===== src/rtl/fifo_pkg.sv =====
// Shared constants and state encoding for the 8-entry FIFO controller.
// The controller drives an external register file; it stores no data words itself.
package fifo_pkg;

    localparam int DEPTH = 8;
    localparam int PTR_W = 3;
    localparam int CNT_W = 4;

    typedef enum logic [2:0] {
        INIT     = 3'b000,
        NO_OP    = 3'b001,
        WRITE    = 3'b010,
        WR_ERROR = 3'b011,
        READ     = 3'b100,
        RD_ERROR = 3'b101
    } state_t;

endpackage


===== src/rtl/fifo_next.sv =====
// Combinational next-state logic for the FIFO controller.
// Computes the next state, pointers and count, plus the accepted push/pop strobes.
module fifo_next
    import fifo_pkg::*;
(
    input  state_t           i_state,
    input  logic             i_wr_en,
    input  logic             i_rd_en,
    input  logic [PTR_W-1:0] i_wr_ptr,
    input  logic [PTR_W-1:0] i_rd_ptr,
    input  logic [CNT_W-1:0] i_count,
    output state_t           o_state_next,
    output logic [PTR_W-1:0] o_wr_ptr_next,
    output logic [PTR_W-1:0] o_rd_ptr_next,
    output logic [CNT_W-1:0] o_count_next,
    output logic             o_push,
    output logic             o_pop
);

    logic w_full;
    logic w_empty;
    logic w_wr_only;
    logic w_rd_only;

    assign w_full    = (i_count == CNT_W'(DEPTH));
    assign w_empty   = (i_count == '0);
    assign w_wr_only = i_wr_en && !i_rd_en;
    assign w_rd_only = i_rd_en && !i_wr_en;

    always_comb begin
        o_push        = w_wr_only && !w_full;
        o_pop         = w_rd_only && !w_empty;
        o_wr_ptr_next = i_wr_ptr;
        o_rd_ptr_next = i_rd_ptr;
        o_count_next  = i_count;

        if (w_wr_only) begin
            o_state_next = w_full ? WR_ERROR : WRITE;
        end else if (w_rd_only) begin
            o_state_next = w_empty ? RD_ERROR : READ;
        end else begin
            o_state_next = NO_OP;
        end

        // Unused encodings recover to NO_OP regardless of the request.
        case (i_state)
            INIT, NO_OP, WRITE, WR_ERROR, READ, RD_ERROR: ;
            default: o_state_next = NO_OP;
        endcase

        if (o_push) begin
            o_wr_ptr_next = i_wr_ptr + PTR_W'(1);
            o_count_next  = i_count + CNT_W'(1);
        end else if (o_pop) begin
            o_rd_ptr_next = i_rd_ptr + PTR_W'(1);
            o_count_next  = i_count - CNT_W'(1);
        end
    end

endmodule


===== src/rtl/fifo_ctrl.sv =====
// FIFO controller for an external 8-entry register file: write-enable decode,
// registered read mux, occupancy tracking and one-cycle request status pulses.
module fifo_ctrl
    import fifo_pkg::*;
#(
    parameter int DATA_W = 32
) (
    input  logic                  i_clk,
    input  logic                  i_reset,
    input  logic                  i_wr_en,
    input  logic                  i_rd_en,
    input  logic [8*DATA_W-1:0]   i_rf_q,
    output logic [7:0]            o_rf_we,
    output logic [DATA_W-1:0]     o_d_out,
    output logic                  o_full,
    output logic                  o_empty,
    output logic                  o_wr_ack,
    output logic                  o_wr_err,
    output logic                  o_rd_ack,
    output logic                  o_rd_err,
    output logic [3:0]            o_data_count
);

    state_t             r_state;
    logic [PTR_W-1:0]   r_wr_ptr;
    logic [PTR_W-1:0]   r_rd_ptr;
    logic [CNT_W-1:0]   r_count;
    logic [DATA_W-1:0]  r_d_out;

    state_t             w_state_next;
    logic [PTR_W-1:0]   w_wr_ptr_next;
    logic [PTR_W-1:0]   w_rd_ptr_next;
    logic [CNT_W-1:0]   w_count_next;
    logic               w_push;
    logic               w_pop;
    logic [DATA_W-1:0]  w_rf_word [DEPTH];

    fifo_next u_next (
        .i_state       (r_state),
        .i_wr_en       (i_wr_en),
        .i_rd_en       (i_rd_en),
        .i_wr_ptr      (r_wr_ptr),
        .i_rd_ptr      (r_rd_ptr),
        .i_count       (r_count),
        .o_state_next  (w_state_next),
        .o_wr_ptr_next (w_wr_ptr_next),
        .o_rd_ptr_next (w_rd_ptr_next),
        .o_count_next  (w_count_next),
        .o_push        (w_push),
        .o_pop         (w_pop)
    );

    // The register file captures on the same edge, so the write enable stays combinational.
    generate
        for (genvar gi = 0; gi < DEPTH; gi++) begin : g_entry
            assign w_rf_word[gi] = i_rf_q[gi*DATA_W +: DATA_W];
            assign o_rf_we[gi]   = w_push && !i_reset && (r_wr_ptr == PTR_W'(gi));
        end
    endgenerate

    always_ff @(posedge i_clk or posedge i_reset) begin
        if (i_reset) begin
            r_state  <= INIT;
            r_wr_ptr <= '0;
            r_rd_ptr <= '0;
            r_count  <= '0;
            r_d_out  <= '0;
        end else begin
            r_state  <= w_state_next;
            r_wr_ptr <= w_wr_ptr_next;
            r_rd_ptr <= w_rd_ptr_next;
            r_count  <= w_count_next;
            if (w_pop) begin
                r_d_out <= w_rf_word[r_rd_ptr];
            end
        end
    end

    assign o_d_out      = r_d_out;
    assign o_data_count = r_count;
    assign o_full       = (r_count == CNT_W'(DEPTH));
    assign o_empty      = (r_count == '0);
    assign o_wr_ack     = (r_state == WRITE);
    assign o_wr_err     = (r_state == WR_ERROR);
    assign o_rd_ack     = (r_state == READ);
    assign o_rd_err     = (r_state == RD_ERROR);

endmodule


===== config.mk =====
export PLATFORM = sky130hd
export DESIGN_NAME = fifo_ctrl
export DESIGN_NICKNAME = d
export VERILOG_FILES = /design/src/rtl/fifo_pkg.sv /design/src/rtl/fifo_next.sv /design/src/rtl/fifo_ctrl.sv
export SDC_FILE = /design/constraint.sdc
export NUM_CORES = 1
export LEC_CHECK = 0
export CAP_MARGIN = 20
export CORE_AREA = 2 2 119 121
export CTS_BUF_LIST = sky130_fd_sc_hd__clkbuf_8
export CTS_CLUSTER_DIAMETER = 60
export DETAILED_ROUTE_END_ITERATION = 8
export DIE_AREA = 0 0 121 123
export HOLD_SLACK_MARGIN = 0.03
export PLACE_DENSITY = 0.77
export SETUP_SLACK_MARGIN = 0.15
export SYNTH_ARGS = -nofsm -noshare
export SYNTH_HDL_FRONTEND = slang
export SYNTH_SLANG_ARGS = --single-unit
export TNS_END_PERCENT = 100

===== constraint.sdc =====
create_clock -name i_clk -period 2.6 [get_ports i_clk]
set_clock_uncertainty 0.1 [all_clocks]
set_input_delay 0.52 -clock i_clk [delete_from_list [all_inputs] [get_ports i_clk]]
set_output_delay 0.52 -clock i_clk [all_outputs]
set_load 0.03 [all_outputs]

# Yosys cells after proc, flatten, opt, wreduce, memory -nomap -nowiden
# Cells that the tools add are included.
# totals
reg_bits,45
inputBits,260
out_inout_bits,50
elab_cells,59
# classes
addsub,4
n_lt_le_gt_ge,1
n_eq_ne,13
mux,10
bitwise_logic,2
reduce_logical,24
# op_table
cell,count
binary-select mux 32 bit (select 3 bit),1
two-way mux 32 bit,2
"== test 3 bit, second input constant",6
logical AND 1 bit,13
"== test 3 x 2 -> 1 bit, second input constant",4
two-way mux 3 bit,3
two-way mux 4 bit,2
"adder 3 x 1 -> 3 bit, second input constant",2
"== test 3 x 1 -> 1 bit, second input constant",2
zero test 3 bit,2
OR reduction 6 bit,1
zero test 1 bit,5
"adder 4 x 1 -> 4 bit, second input constant",1
"== test 4 bit, second input constant",1
"greater-or-equal comparator 4 bit, second input constant",1
zero test 4 bit,1
inverter 3 -> 4 bit,1
"subtractor 4 x 1 -> 4 bit, second input constant",1
two-way mux 1 bit,2
AND reduction 2 bit,1
nonzero test 2 bit,1
inverter 1 bit,1

# Depth between registers and ports, before layout
# depth
ltp_word,5
depth_mapped,8
mapped_depth_nobuf,7

# Cells and area by module
# Synthesis repeated with hierarchy kept, for this count alone.
# unflattened
cells_unflattened,445
area_unflattened_um2,4307.9
# modules_own_cells
module,n_inst,cells_per_inst,area_each_um2,seq_area_each_um2
fifo_ctrl,1,399,3938.8,1126.1
fifo_next,1,46,369.1,0.0

# Worst setup path after synthesis
# No wires, ideal clock.
# synth_timing
path_type,register to register
startpoint,register r_count[0] (netlist: o_data_count[0])
endpoint,register r_count[3] (netlist: o_data_count[3])
setup_time_ns,0.081
t_arrival_ns,2.079
path_slack_ns,0.340
path_stages_with_launch,9
n_path_buf,1
synth_period_minus_slack_ns,2.260
path_cell_list,dfrtp_1 > nor3_1 > a21o_1 > buf_2 > ha_1 > a21o_1 > a21oi_1 > mux2i_1 > xor2_1
# synth_between
elab_chain_len,4
word_cells_on_any_way,11
# synth_rtl
element,line,rtl
start: declaration,fifo_ctrl.sv:27,logic [CNT_W-1:0] r_count;
start signal: assignment,fifo_ctrl.sv:72,r_count <= w_count_next;
branches (longest 4 deep; another with subtractor 4 x 1 -> 4 bit),n/a,
# Parallel ways; which one is timed is not known. The select of a mux whose other input is x is not followed.
# A chain may end at the register's enable or synchronous reset.

# Final worst setup path
# layout_timing
startpoint,input i_rd_en
endpoint,output o_rf_we[6]
# layout_between
elab_chain_len,5
# layout_rtl
element,line,rtl
start: declaration,fifo_ctrl.sv:11,"input logic i_rd_en,"
zero test 1 bit,fifo_next.sv:27,assign w_wr_only = i_wr_en && !i_rd_en;
logical AND 1 bit,fifo_next.sv:27,
logical AND 1 bit,fifo_next.sv:31,o_push = w_wr_only && !w_full;
logical AND 1 bit (2 in a row),fifo_ctrl.sv:57,assign o_rf_we[gi] = w_push && !i_reset && (r_wr_ptr == PTR_W'(gi));
end: declaration,fifo_ctrl.sv:13,"output logic [7:0] o_rf_we,"
# Every way passes these cells.

==> summary.md <==
| Metric | Value |
|---|---|
| Worst vdd ir | 374 µV |
| TritonCTS clock tree | done |
| Number of flops mapped to enable cells by yosys | 0 |
| Via count | 4501 |
| Synthesized Nets | 704 |
| Clock sinks | 45 |
| Number of synthesized register bits | 45 |
| Cell taking the most area after synthesis | mux2i_1 |
| Drt wl/cell | 17.6 µm |
| CP Cell Sequence | clkdlybuf4s50_1 -> nand2b_4 -> a21o_4 -> nor2_4 -> and3_1 -> buf_4 |
| Critical path class | in2out |
| Routed wl met3 | 1.37 mm |
| Max stage delay on crit path | 420 ps |
| Share of the synthesized area in the top cell type | 0.327 |
| Reg2Reg Depth | 7 |
| R2R setup slack | 470 ps |
| Crit end category | primary output |
| Final period util | 0.923 |
| PwrDens | 859 nW/µm² |
| # diodes | 0 |
| IO Pins | 310 |
| Gate Count Post-Synth | 434 |
| Max Fclk | 417 MHz |
| Initial antenna violation count | 0 |
| Area of the mapped netlist | 3940 µm² |
| Unique masters post-synth | 29 |
| FFs w/ async S/R, synth | 1.00 |
| Post-CTS Hold Buffers | 0 |
| CP Capture Point | o_rf_we[6] |
| DIE WIDTH | 121 µm |
| 1st-iter DRT viols | 200 |
| Critical Path AT | 1780 ps |
| Outcome | completed |
| Routed length on met1 | 6.13 mm |
| Aggregate global routing overflow | 0 |
| Initial Utilization | 0.290 |
| Final WL | 16.1 mm |
| RSZ-0062 raised after global routing | false |
| Leakage | 0.00335 µW |
| Layout Nets | 1001 |
| Vias in the first global route | 4789 |
| Layout area overhead | 88.2% |
| Cts bufs inserted | 5 |
| Fill cells | 1182 |
| Reg2reg end | o_data_count[3] |
| Syn avg cell area | 9.09 µm² |
| Worst-path clk slew | 80 ps |
| Minimum clock period | 2400 ps |
| Pin count of the biggest net entering global routing | 38 |
| Top Metal Used | met4 |
| CP Max Fanout | 6 |
| Vias/cell | 4.94 |
| Sequential area share after synthesis | 0.286 |
| DRC viols | 0 |
| First-pass GRT wire length | 24.4 mm |
| CP startpoint | i_rd_en |
| Main synth FF type | dfrtp_1 |
| Pre-antenna DRT Iters | 4 |
| Final Hold Vio Count | 0 |
| Routability cong. | 0.822 |
| Layout cell share with drive strength beyond 1 | 0.0710 |
| Core area | 13600 µm² |
| Met2 WL | 8.25 mm |
| Post-DP HPWL | 12.8 mm |
| Clk_lat worst skew | 290 ps |
| Worst slew margin | 0.647 |
| Synth area leaders | mux2i_1 33%, dfrtp_1 29%, a22oi_1 12% |
| Max-slew violations | 0 |
| Htree depth | 2 |
| Detail Route Antenna Nets | 0 |
| Chip Height | 123 µm |
| Cell Area, Placed | 7280 µm² |
| Synth warnings | 0 |
| Critical path's slowest cell | clkdlybuf4s50_1 |
| Die area | 14900 µm² |
| Port-buffer cells | 309 |
| Clock tree buffer depth | 2 |
| Slew @ Worst Pin | 529 ps |
| Setup_tns | 0 ps |
| Final core utilization | 0.545 |
| Hold Path Class | reg2reg |
| CTS Root Cell | clkbuf_8 |
| Overall routing resource usage | 0.208 |
| # setup viols final | 0 |
| Final instance area | 7420 µm² |
| Startpoint Class | input port |
| FF-to-FF Start | o_data_count[0] |
| WP data required | 1980 ps |
| Row count | 43 |
| Max Cap Viol | 0 |
cells in the final DEF, fill, tap and decap left out, drive strengths merged, types with 2 or more instances in the layout:
cell type        n
clkdlybuf4s50  298
mux2i          129
nand2           72
a22oi           64
dfrtp           45
nand3           32
buf             27
ha               9
and2             7
clkbuf           7
inv              4
xnor2            3
nor2             3
a21oi            3
xor2             3
and3             3
mux2             3
nor2b            2
nor3b            2
and3b            2
dlygate4sd2      2
nor3             2
nand2b           2
a21o             2
sequential cells by signal, summed over array words and instances, names as in the netlist:
register      cells
o_d_out          32
o_data_count      4
r_rd_ptr          3
r_state           3
r_wr_ptr          3
power breakdown:
group | leakage [µW] | internal [µW] | switching (µW)
registers | 0.000547 | 1030 | 384
clock network | 0.0000542 | 241 | 236
logic | 0.00275 | 2140 | 2340
critical path: cells and delay by family:
family          cells  cell delay, ps
buf+inv             2             580
compound gates      1             220
simple gates        3             460
cell families (layout without fill, tap and decap cells):
logic type	Yosys count	after routing	share of synthesized area
xor+xnor	6	6	0.0133
fa+ha+maj	10	10	0.0336
flops	45	45	0.286
mux	132	132	0.338
buf+inv	42	340	0.0473
simple gates	129	129	0.152
compound gates	70	70	0.131
what timing repair did:
| item | 4_1_cts | 5_1_grt |
|---|---|---|
| buffers inserted | 1 | 0 |
| setup endpoints to repair | 10 | 8 |
| pin swaps | 1 | 1 |
| gates resized for setup | 7 | 4 |
synth_stat cells (all sizes together), types with 3 or more instances:
| cell type | n |
|---|---|
| a21oi | 3 |
| a22oi | 64 |
| and2 | 7 |
| and3 | 3 |
| buf | 19 |
| clkbuf | 19 |
| dfrtp | 45 |
| ha | 9 |
| inv | 4 |
| mux2 | 3 |
| mux2i | 129 |
| nand2 | 72 |
| nand3 | 32 |
| nor2 | 3 |
| xnor2 | 3 |
| xor2 | 3 |
layout make-up:
class	count	area, µm²	area share
multi-input cells	347	2690	0.363
clock inverters	1	5.00	0.000674
clock buffers	7	96.3	0.0130
inverters	4	15.0	0.00202
flip-flops and latches	45	1130	0.152
repair buffers	328	3260	0.439
well taps	180	225	0.0303
worst min path at each step:
stage	startpoint	cells past startpoint	end	slack, ps
2_1_floorplan	r_rd_ptr[2]	1	r_rd_ptr[2]	390
5_1_grt	o_d_out[3]	2	o_d_out[3]	410
3_3_place_gp	o_d_out[10]	2	o_d_out[10]	360
3_5_place_dp	o_d_out[3]	2	o_d_out[3]	360
6_report	o_d_out[3]	2	o_d_out[3]	380
4_1_cts	o_d_out[3]	2	o_d_out[3]	380
metrics by stage:
stage	setup WS [ps]	hold slack (ps)	instances	total power, µW
CTS	99.7	384	912	6440
global placement	68.4	359	903	5810
detailed placement	22.3	362	903	5940
floorplan	340	392	434	4180
finish	201	379	912	6380
global route	164	406	912	6820
per-layer routing:
layer,track usage,vias to the layer above
li1,-,2176
met1,0.233,2081
met2,0.390,219
met3,0.0494,25
met4,0.0589,0
met5,0,-
Power figures use the tool's default switching activity.
